==> config.mk <==
export PLATFORM = sky130hd
export DESIGN_NAME = udma_ctrl_dp_out_arb_flat
export DESIGN_NICKNAME = d
export VERILOG_FILES = /design/src/rtl/udma_ctrl_dp_out_arb_if.sv /design/src/rtl/udma_ctrl_dp_out_arb.sv /design/src/flat_wrapper.sv
export SDC_FILE = /design/constraint.sdc
export NUM_CORES = 1
export LEC_CHECK = 0
export BUFFER_PORTS_ARGS = -buffer_cell sky130_fd_sc_hd__buf_4
export CAP_MARGIN = 20
export CORE_ASPECT_RATIO = 0.6
export CORE_MARGIN = 2
export CORE_UTILIZATION = 25
export CTS_CLUSTER_SIZE = 20
export DETAILED_ROUTE_END_ITERATION = 8
export SLEW_MARGIN = 0
export SYNTH_ARGS = -nofsm -noshare
export SYNTH_HDL_FRONTEND = slang
export SYNTH_SLANG_ARGS = --single-unit
export TNS_END_PERCENT = 5
==> constraint.sdc <==
create_clock -name clk -period 4.2 [get_ports clk]
set_input_delay 0.21 -clock clk [delete_from_list [all_inputs] [get_ports clk]]
set_output_delay 0.21 -clock clk [all_outputs]
set_load 0.02 [all_outputs]
==> src/rtl/udma_ctrl_dp_out_arb_if.sv <==
// rtl/udma_ctrl_dp_out_arb_if.sv - channel/output stream bundle for the uDMA data-plane output arbiter
interface udma_ctrl_dp_out_arb_if #(
  parameter int N_CH   = 4,
  parameter int DATA_W = 32,
  parameter int CH_W   = $clog2(N_CH)
);
  logic                   mode_i;
  logic [N_CH-1:0]        ch_en_i;
  logic [N_CH-1:0]        ch_flush_i;
  logic [N_CH-1:0]        ch_valid_i;
  logic [N_CH-1:0]        ch_ready_o;
  logic [N_CH*DATA_W-1:0] ch_data_i;
  logic [N_CH*2-1:0]      ch_size_i;
  logic [N_CH-1:0]        ch_empty_o;
  logic                   out_valid_o;
  logic                   out_ready_i;
  logic [DATA_W-1:0]      out_data_o;
  logic [1:0]             out_size_o;
  logic [CH_W-1:0]        out_ch_o;

  modport slave (
    input  mode_i, ch_en_i, ch_flush_i, ch_valid_i, ch_data_i, ch_size_i, out_ready_i,
    output ch_ready_o, ch_empty_o, out_valid_o, out_data_o, out_size_o, out_ch_o
  );

  modport master (
    output mode_i, ch_en_i, ch_flush_i, ch_valid_i, ch_data_i, ch_size_i, out_ready_i,
    input  ch_ready_o, ch_empty_o, out_valid_o, out_data_o, out_size_o, out_ch_o
  );
endinterface

==> src/rtl/udma_ctrl_dp_out_arb.sv <==
// rtl/udma_ctrl_dp_out_arb.sv - per-channel FIFOs arbitrated (round-robin / fixed) onto one registered stream
module udma_ctrl_dp_out_arb #(
  parameter int N_CH   = 4,
  parameter int DATA_W = 32,
  parameter int DEPTH  = 4,
  parameter int CH_W   = $clog2(N_CH)
) (
  input  logic clk,
  input  logic reset_n,
  udma_ctrl_dp_out_arb_if.slave bus
);
  localparam int AW = $clog2(DEPTH);
  localparam int PW = AW + 1;
  localparam logic [PW-1:0] DEPTH_P = PW'(DEPTH);
  localparam logic [CH_W:0] NCH_P   = (CH_W+1)'(N_CH);

  logic [DATA_W-1:0] fifo_data [N_CH][DEPTH];
  logic [1:0]        fifo_size [N_CH][DEPTH];
  logic [PW-1:0]     wr_ptr    [N_CH];
  logic [PW-1:0]     rd_ptr    [N_CH];

  logic [N_CH-1:0]   full, empty, push, pop, elig;
  logic [CH_W-1:0]   rr_ptr, grant;
  logic [CH_W:0]     idx;
  logic              grant_vld, load;
  logic [DATA_W-1:0] head_data, keep, masked;
  logic [1:0]        head_size;

  logic              out_valid_q;
  logic [DATA_W-1:0] out_data_q;
  logic [1:0]        out_size_q;
  logic [CH_W-1:0]   out_ch_q;

  // A flushing channel neither accepts a push nor competes for the grant this cycle.
  always_comb begin
    for (int c = 0; c < N_CH; c++) begin
      full[c]  = (wr_ptr[c] - rd_ptr[c]) == DEPTH_P;
      empty[c] = (wr_ptr[c] == rd_ptr[c]);
      elig[c]  = !empty[c] && bus.ch_en_i[c] && !bus.ch_flush_i[c];
      push[c]  = bus.ch_valid_i[c] && !full[c] && !bus.ch_flush_i[c];
    end
  end

  assign bus.ch_ready_o = ~full;
  assign bus.ch_empty_o = empty;

  always_comb begin
    grant     = '0;
    grant_vld = 1'b0;
    idx       = '0;
    for (int i = 0; i < N_CH; i++) begin
      if (bus.mode_i) begin
        idx = (CH_W+1)'(i);
      end else begin
        idx = {1'b0, rr_ptr} + (CH_W+1)'(i);
        if (idx >= NCH_P) idx = idx - NCH_P;
      end
      if (!grant_vld && elig[idx[CH_W-1:0]]) begin
        grant_vld = 1'b1;
        grant     = idx[CH_W-1:0];
      end
    end
  end

  assign load = (!out_valid_q || bus.out_ready_i) && grant_vld;

  always_comb begin
    for (int c = 0; c < N_CH; c++) begin
      pop[c] = load && (grant == CH_W'(c));
    end
  end

  assign head_data = fifo_data[grant][rd_ptr[grant][AW-1:0]];
  assign head_size = fifo_size[grant][rd_ptr[grant][AW-1:0]];

  // Size 2 on a narrow bus and size 3 both fall through to the full width.
  always_comb begin
    for (int b = 0; b < DATA_W; b++) begin
      keep[b] = (head_size == 2'd3) || (head_size == 2'd2 && b < 32) ||
                (head_size == 2'd1 && b < 16) || (b < 8);
    end
    masked = head_data & keep;
  end

  always_ff @(posedge clk) begin
    for (int c = 0; c < N_CH; c++) begin
      if (push[c]) begin
        fifo_data[c][wr_ptr[c][AW-1:0]] <= bus.ch_data_i[c*DATA_W +: DATA_W];
        fifo_size[c][wr_ptr[c][AW-1:0]] <= bus.ch_size_i[c*2 +: 2];
      end
    end
  end

  always_ff @(posedge clk or negedge reset_n) begin
    if (!reset_n) begin
      for (int c = 0; c < N_CH; c++) begin
        wr_ptr[c] <= '0;
        rd_ptr[c] <= '0;
      end
    end else begin
      for (int c = 0; c < N_CH; c++) begin
        if (bus.ch_flush_i[c]) begin
          wr_ptr[c] <= '0;
          rd_ptr[c] <= '0;
        end else begin
          if (push[c]) wr_ptr[c] <= wr_ptr[c] + 1'b1;
          if (pop[c])  rd_ptr[c] <= rd_ptr[c] + 1'b1;
        end
      end
    end
  end

  // rr_ptr only advances on round-robin grants so a fixed-priority spell leaves it intact.
  always_ff @(posedge clk or negedge reset_n) begin
    if (!reset_n) begin
      rr_ptr <= '0;
    end else if (load && !bus.mode_i) begin
      rr_ptr <= (grant == CH_W'(N_CH-1)) ? '0 : grant + 1'b1;
    end
  end

  always_ff @(posedge clk or negedge reset_n) begin
    if (!reset_n) begin
      out_valid_q <= 1'b0;
      out_data_q  <= '0;
      out_size_q  <= '0;
      out_ch_q    <= '0;
    end else if (load) begin
      out_valid_q <= 1'b1;
      out_data_q  <= masked;
      out_size_q  <= head_size;
      out_ch_q    <= grant;
    end else if (bus.out_ready_i) begin
      out_valid_q <= 1'b0;
    end
  end

  assign bus.out_valid_o = out_valid_q;
  assign bus.out_data_o  = out_data_q;
  assign bus.out_size_o  = out_size_q;
  assign bus.out_ch_o    = out_ch_q;
endmodule

==> src/flat_wrapper.sv <==
// flat-port wrapper written by rule: the top's interface ports become plain ports
module udma_ctrl_dp_out_arb_flat 
#(
  parameter int N_CH   = 4,
  parameter int DATA_W = 32,
  parameter int DEPTH  = 4,
  parameter int CH_W   = $clog2(N_CH)
)
  (clk, reset_n, bus_mode_i, bus_ch_en_i, bus_ch_flush_i, bus_ch_valid_i, bus_ch_data_i, bus_ch_size_i, bus_out_ready_i, bus_ch_ready_o, bus_ch_empty_o, bus_out_valid_o, bus_out_data_o, bus_out_size_o, bus_out_ch_o);
  udma_ctrl_dp_out_arb_if #(.N_CH(N_CH), .DATA_W(DATA_W), .CH_W(CH_W)) bus_i ();
  input  logic clk;
  input  logic reset_n;
  input wire logic [$bits(bus_i.mode_i)-1:0] bus_mode_i;
  input wire logic [$bits(bus_i.ch_en_i)-1:0] bus_ch_en_i;
  input wire logic [$bits(bus_i.ch_flush_i)-1:0] bus_ch_flush_i;
  input wire logic [$bits(bus_i.ch_valid_i)-1:0] bus_ch_valid_i;
  input wire logic [$bits(bus_i.ch_data_i)-1:0] bus_ch_data_i;
  input wire logic [$bits(bus_i.ch_size_i)-1:0] bus_ch_size_i;
  input wire logic [$bits(bus_i.out_ready_i)-1:0] bus_out_ready_i;
  output wire logic [$bits(bus_i.ch_ready_o)-1:0] bus_ch_ready_o;
  output wire logic [$bits(bus_i.ch_empty_o)-1:0] bus_ch_empty_o;
  output wire logic [$bits(bus_i.out_valid_o)-1:0] bus_out_valid_o;
  output wire logic [$bits(bus_i.out_data_o)-1:0] bus_out_data_o;
  output wire logic [$bits(bus_i.out_size_o)-1:0] bus_out_size_o;
  output wire logic [$bits(bus_i.out_ch_o)-1:0] bus_out_ch_o;
  assign bus_i.mode_i = bus_mode_i;
  assign bus_i.ch_en_i = bus_ch_en_i;
  assign bus_i.ch_flush_i = bus_ch_flush_i;
  assign bus_i.ch_valid_i = bus_ch_valid_i;
  assign bus_i.ch_data_i = bus_ch_data_i;
  assign bus_i.ch_size_i = bus_ch_size_i;
  assign bus_i.out_ready_i = bus_out_ready_i;
  assign bus_ch_ready_o = bus_i.ch_ready_o;
  assign bus_ch_empty_o = bus_i.ch_empty_o;
  assign bus_out_valid_o = bus_i.out_valid_o;
  assign bus_out_data_o = bus_i.out_data_o;
  assign bus_out_size_o = bus_i.out_size_o;
  assign bus_out_ch_o = bus_i.out_ch_o;
  udma_ctrl_dp_out_arb #(.N_CH(N_CH), .DATA_W(DATA_W), .DEPTH(DEPTH), .CH_W(CH_W)) u_core (.clk(clk), .reset_n(reset_n), .bus(bus_i));
endmodule
==> flow_summary.yaml <==
critical_path:
  critPathMaxFanout: 20
  worstPathRequired_ns: 4.66
  r2r_cells: 13
  cp.arrival_ns: 4.38
  cp-end-kind: "flip-flop"
  critPathLaunchType: "flip-flop"
  worst-setup-path-type: "reg -> reg"
final_layout:
  fillCellCount: 9734
  final_cell_mix: "edfxtp_1, mux2i_1, buf_4, nand2_1, dlygate4sd3_1"
  nNetsFinal: 2149
  area_growth_pct: 26.73
  final_common_cell: "edfxtp_1"
  final_layout_size_suffix_gt1_share_pct: 18.48
grt:
  grt_max_degree: 81
  grt_usage_pct: 14.60
  antenna_found_initial: 29
  overflow: 0
  grt_pass1_vias: 15646
  grt_pass1_wl_um: 109700
flow_run:
  cap_violations: 0
synth:
  syn-num-nets: 1801
  synth_flop_cell: "edfxtp_1"
  synth-edff-count: 544
  synth.mux.area_fraction_pct: 12.08
  synth_top_family_by_area: "multiplexers"
  ys_types: 61
  ys_seq_area_share_pct: 71.11
  synth-xor-area-share_pct: 0.9636
  postSynthCellCount: 1617
  synth-seq-cells: 607
  synth-compound-area-share_pct: 5.678
  synth-simple-area-share_pct: 6.591
  synth-adder-area-share_pct: 1.590
  synth_area_per_cell_um2: 15.58
  async_reset_ff_share_pct: 10.38
  yosys_warnings: 0
  synthesis.area_um2: 25190
route:
  via_per_inst: 4.573
  drt-initial-drc-count: 1474
  vias: 15438
  dr.pass1.iters: 5
  routed_wl_um: 76760
  drc: 0
  postRouteAntennaNets: 1
  wire_per_inst_um: 22.74
clocking:
  cts_tree: "yes"
  cts_sinks: 607
  htree_levels: 3
  clock_path_buffers: 3
  cts_post_setup_buffers_inserted: 0
  path_clk_slew_ns: 0.06
  clk_latency_ns: 0.60
  cts_root_buffer: "clkbuf_16"
  numCtsBuffers: 66
status:
  violations: "antenna violations"
  status: "finished, violations left"
floorplanning:
  die_w_um: 413.8
  die_area_um2: 103400
  coreArea_um2: 100200
  rows: 90
  io_pins: 197
  die_y_um: 249.9
  start_util_pct: 25.13
timing:
  setup_tns_ns: 0
  relSlewSlack_pct: 27.20
  hold_violations: 0
  rsz0062_at_grt: "false"
  fmax_mhz: 255.3
  fin_ws_ns: 0.2833
  fin_crit_sh_pct: 93.25
  final_max_slew_viol_count: 0
  setup_viol: 0
  skew_ns: 0.02254
  period_needed_ns: 3.917
  worst_slew_pin_slew_ns: 1.092
placed_design:
  place_ws_ns: 0.3657
  io_buffers: 196
  place_congestion: 0.8516
  dp_hpwl_um: 45710
hold_path:
  hold_class: "in -> reg"
  hold_depth: 4
power_and_ir_drop:
  powerDensity_nw_per_um2: 539.6
  peakVddDrop_mv: 0.3002
  power_mw: 17.22
  leakage_nw: 11.81
## layout make-up
type	count	area, µm²	share of cell area [%]
diodes	24	60.06	0.1881
well taps	1334	1669	5.229
clock buffers	90	1844	5.777
flip-flops and latches	607	17910	56.11
inverters	17	71.32	0.2234
clock inverters	31	306.5	0.9603
multi-input cells	903	6838	21.42
repair buffers	370	3221	10.09
## timing repair
action                                 CTS  global route
resized for setup                        0             0
hold buffers                           147             0
endpoints found under the hold margin  595             0
## final timing paths
path	startpoint	end	slack, ns
worst max-delay path	u_core.rd_ptr[1]	u_core.bus.out_data_o[12]	0.28
worst max register to register	u_core.rd_ptr[1]	u_core.bus.out_data_o[12]	0.28
min in group asynchronous	reset_n	u_core.wr_ptr[5]	0.13
max in group asynchronous	reset_n	u_core.bus.out_data_o[23]	2.97
worst min-delay path	bus_ch_valid_i[1]	u_core.wr_ptr[8]	0.04
worst min register to register	u_core.bus.out_data_o[22]	u_core.bus.out_data_o[22]	0.49
## kinds of logic (layout without fill, tap and decap cells)
| family | after synthesis | after routing |
|---|---|---|
| flip-flops | 607 | 607 |
| buffers and inverters | 107 | 508 |
| XOR/XNOR | 26 | 26 |
| AND/OR/NAND/NOR | 353 | 353 |
| multiplexers | 300 | 300 |
| AO/OA/AOI/OAI | 192 | 192 |
| other | 0 | 24 |
| adder cells (fa/ha/maj) | 32 | 32 |
## critical path, cell delays in order, from the launching register on
cell      delay, ns
dfrtp_1        0.43
inv_1          0.13
ha_1           0.33
nand2_1        0.08
o21bai_2       0.23
a21oi_1        0.14
nor3_1         0.30
o311ai_4       0.15
inv_6          0.19
mux4_2         0.73
buf_4          0.32
o22ai_1        0.35
o22ai_4        0.21
a21boi_1       0.20
## power breakdown
part	switching (mW)	internal, mW
sequential	0.254	7.03
combinational	2.56	1.64
clock	2.39	3.36
total	5.20	12.0
## stage by stage
stage | hold WS, ns | area [µm²] | instances | utilization, %
5_1_grt | 0.03604 | 31900 | 3368 | 31.83
2_1_floorplan | -0.08559 | 25190 | 1617 | -
3_5_place_dp | 0.1922 | 28240 | 3084 | 28.18
4_1_cts | 0.008761 | 31860 | 3352 | 31.79
6_report | 0.03917 | 31920 | 3376 | 31.85
3_3_place_gp | 0.1901 | 28240 | 3084 | 28.18
## layer usage
layer / global-route usage [%] / share of wire, % / routed length (µm)
met1: 19.70 / 43 / 33100
met2: 23.14 / 47 / 36000
met3: 3.473 / 7.5 / 5725
met4: 4.524 / 2.4 / 1826
met5: 0 / 0.15 / 113
## state kept, by name, summed over array words and instances, names as in the netlist
| register | count |
|---|---|
| u_core.fifo_size | 32 |
| u_core.bus.out_valid_o | 1 |
| u_core.wr_ptr | 12 |
| u_core.bus.out_size_o | 2 |
| u_core.bus.out_ch_o | 2 |
| u_core.bus.out_data_o | 32 |
| u_core.fifo_data | 512 |
| u_core.rr_ptr | 2 |
| u_core.rd_ptr | 12 |
## cell usage after synthesis (4+ instances only)
cell,count,area share [%]
nand2_1,162,2.4
o22ai_1,17,0.42
ha_1,32,1.6
xnor2_1,17,0.59
a21oi_1,4,0.079
a221oi_1,4,0.14
a21boi_1,8,0.24
buf_6,5,0.22
dfrtp_1,63,6.3
buf_4,4,0.12
and3_1,52,1.3
mux2i_1,286,11
inv_1,15,0.22
o21a_1,4,0.12
o21ai_1,10,0.20
clkbuf_1,42,0.63
nand2b_1,6,0.15
o21ai_0,22,0.44
mux2_2,12,0.54
a22oi_1,8,0.24
a311oi_1,32,1.1
nand3_1,51,1.0
edfxtp_1,544,65
o211ai_1,6,0.18
buf_2,37,0.74
and2_1,22,0.55
nor2_1,38,0.57
nor2b_1,11,0.27
xor2_1,7,0.24
a31oi_1,34,0.84
a21o_1,16,0.48
Note: power is estimated with default switching activity, not from simulation.
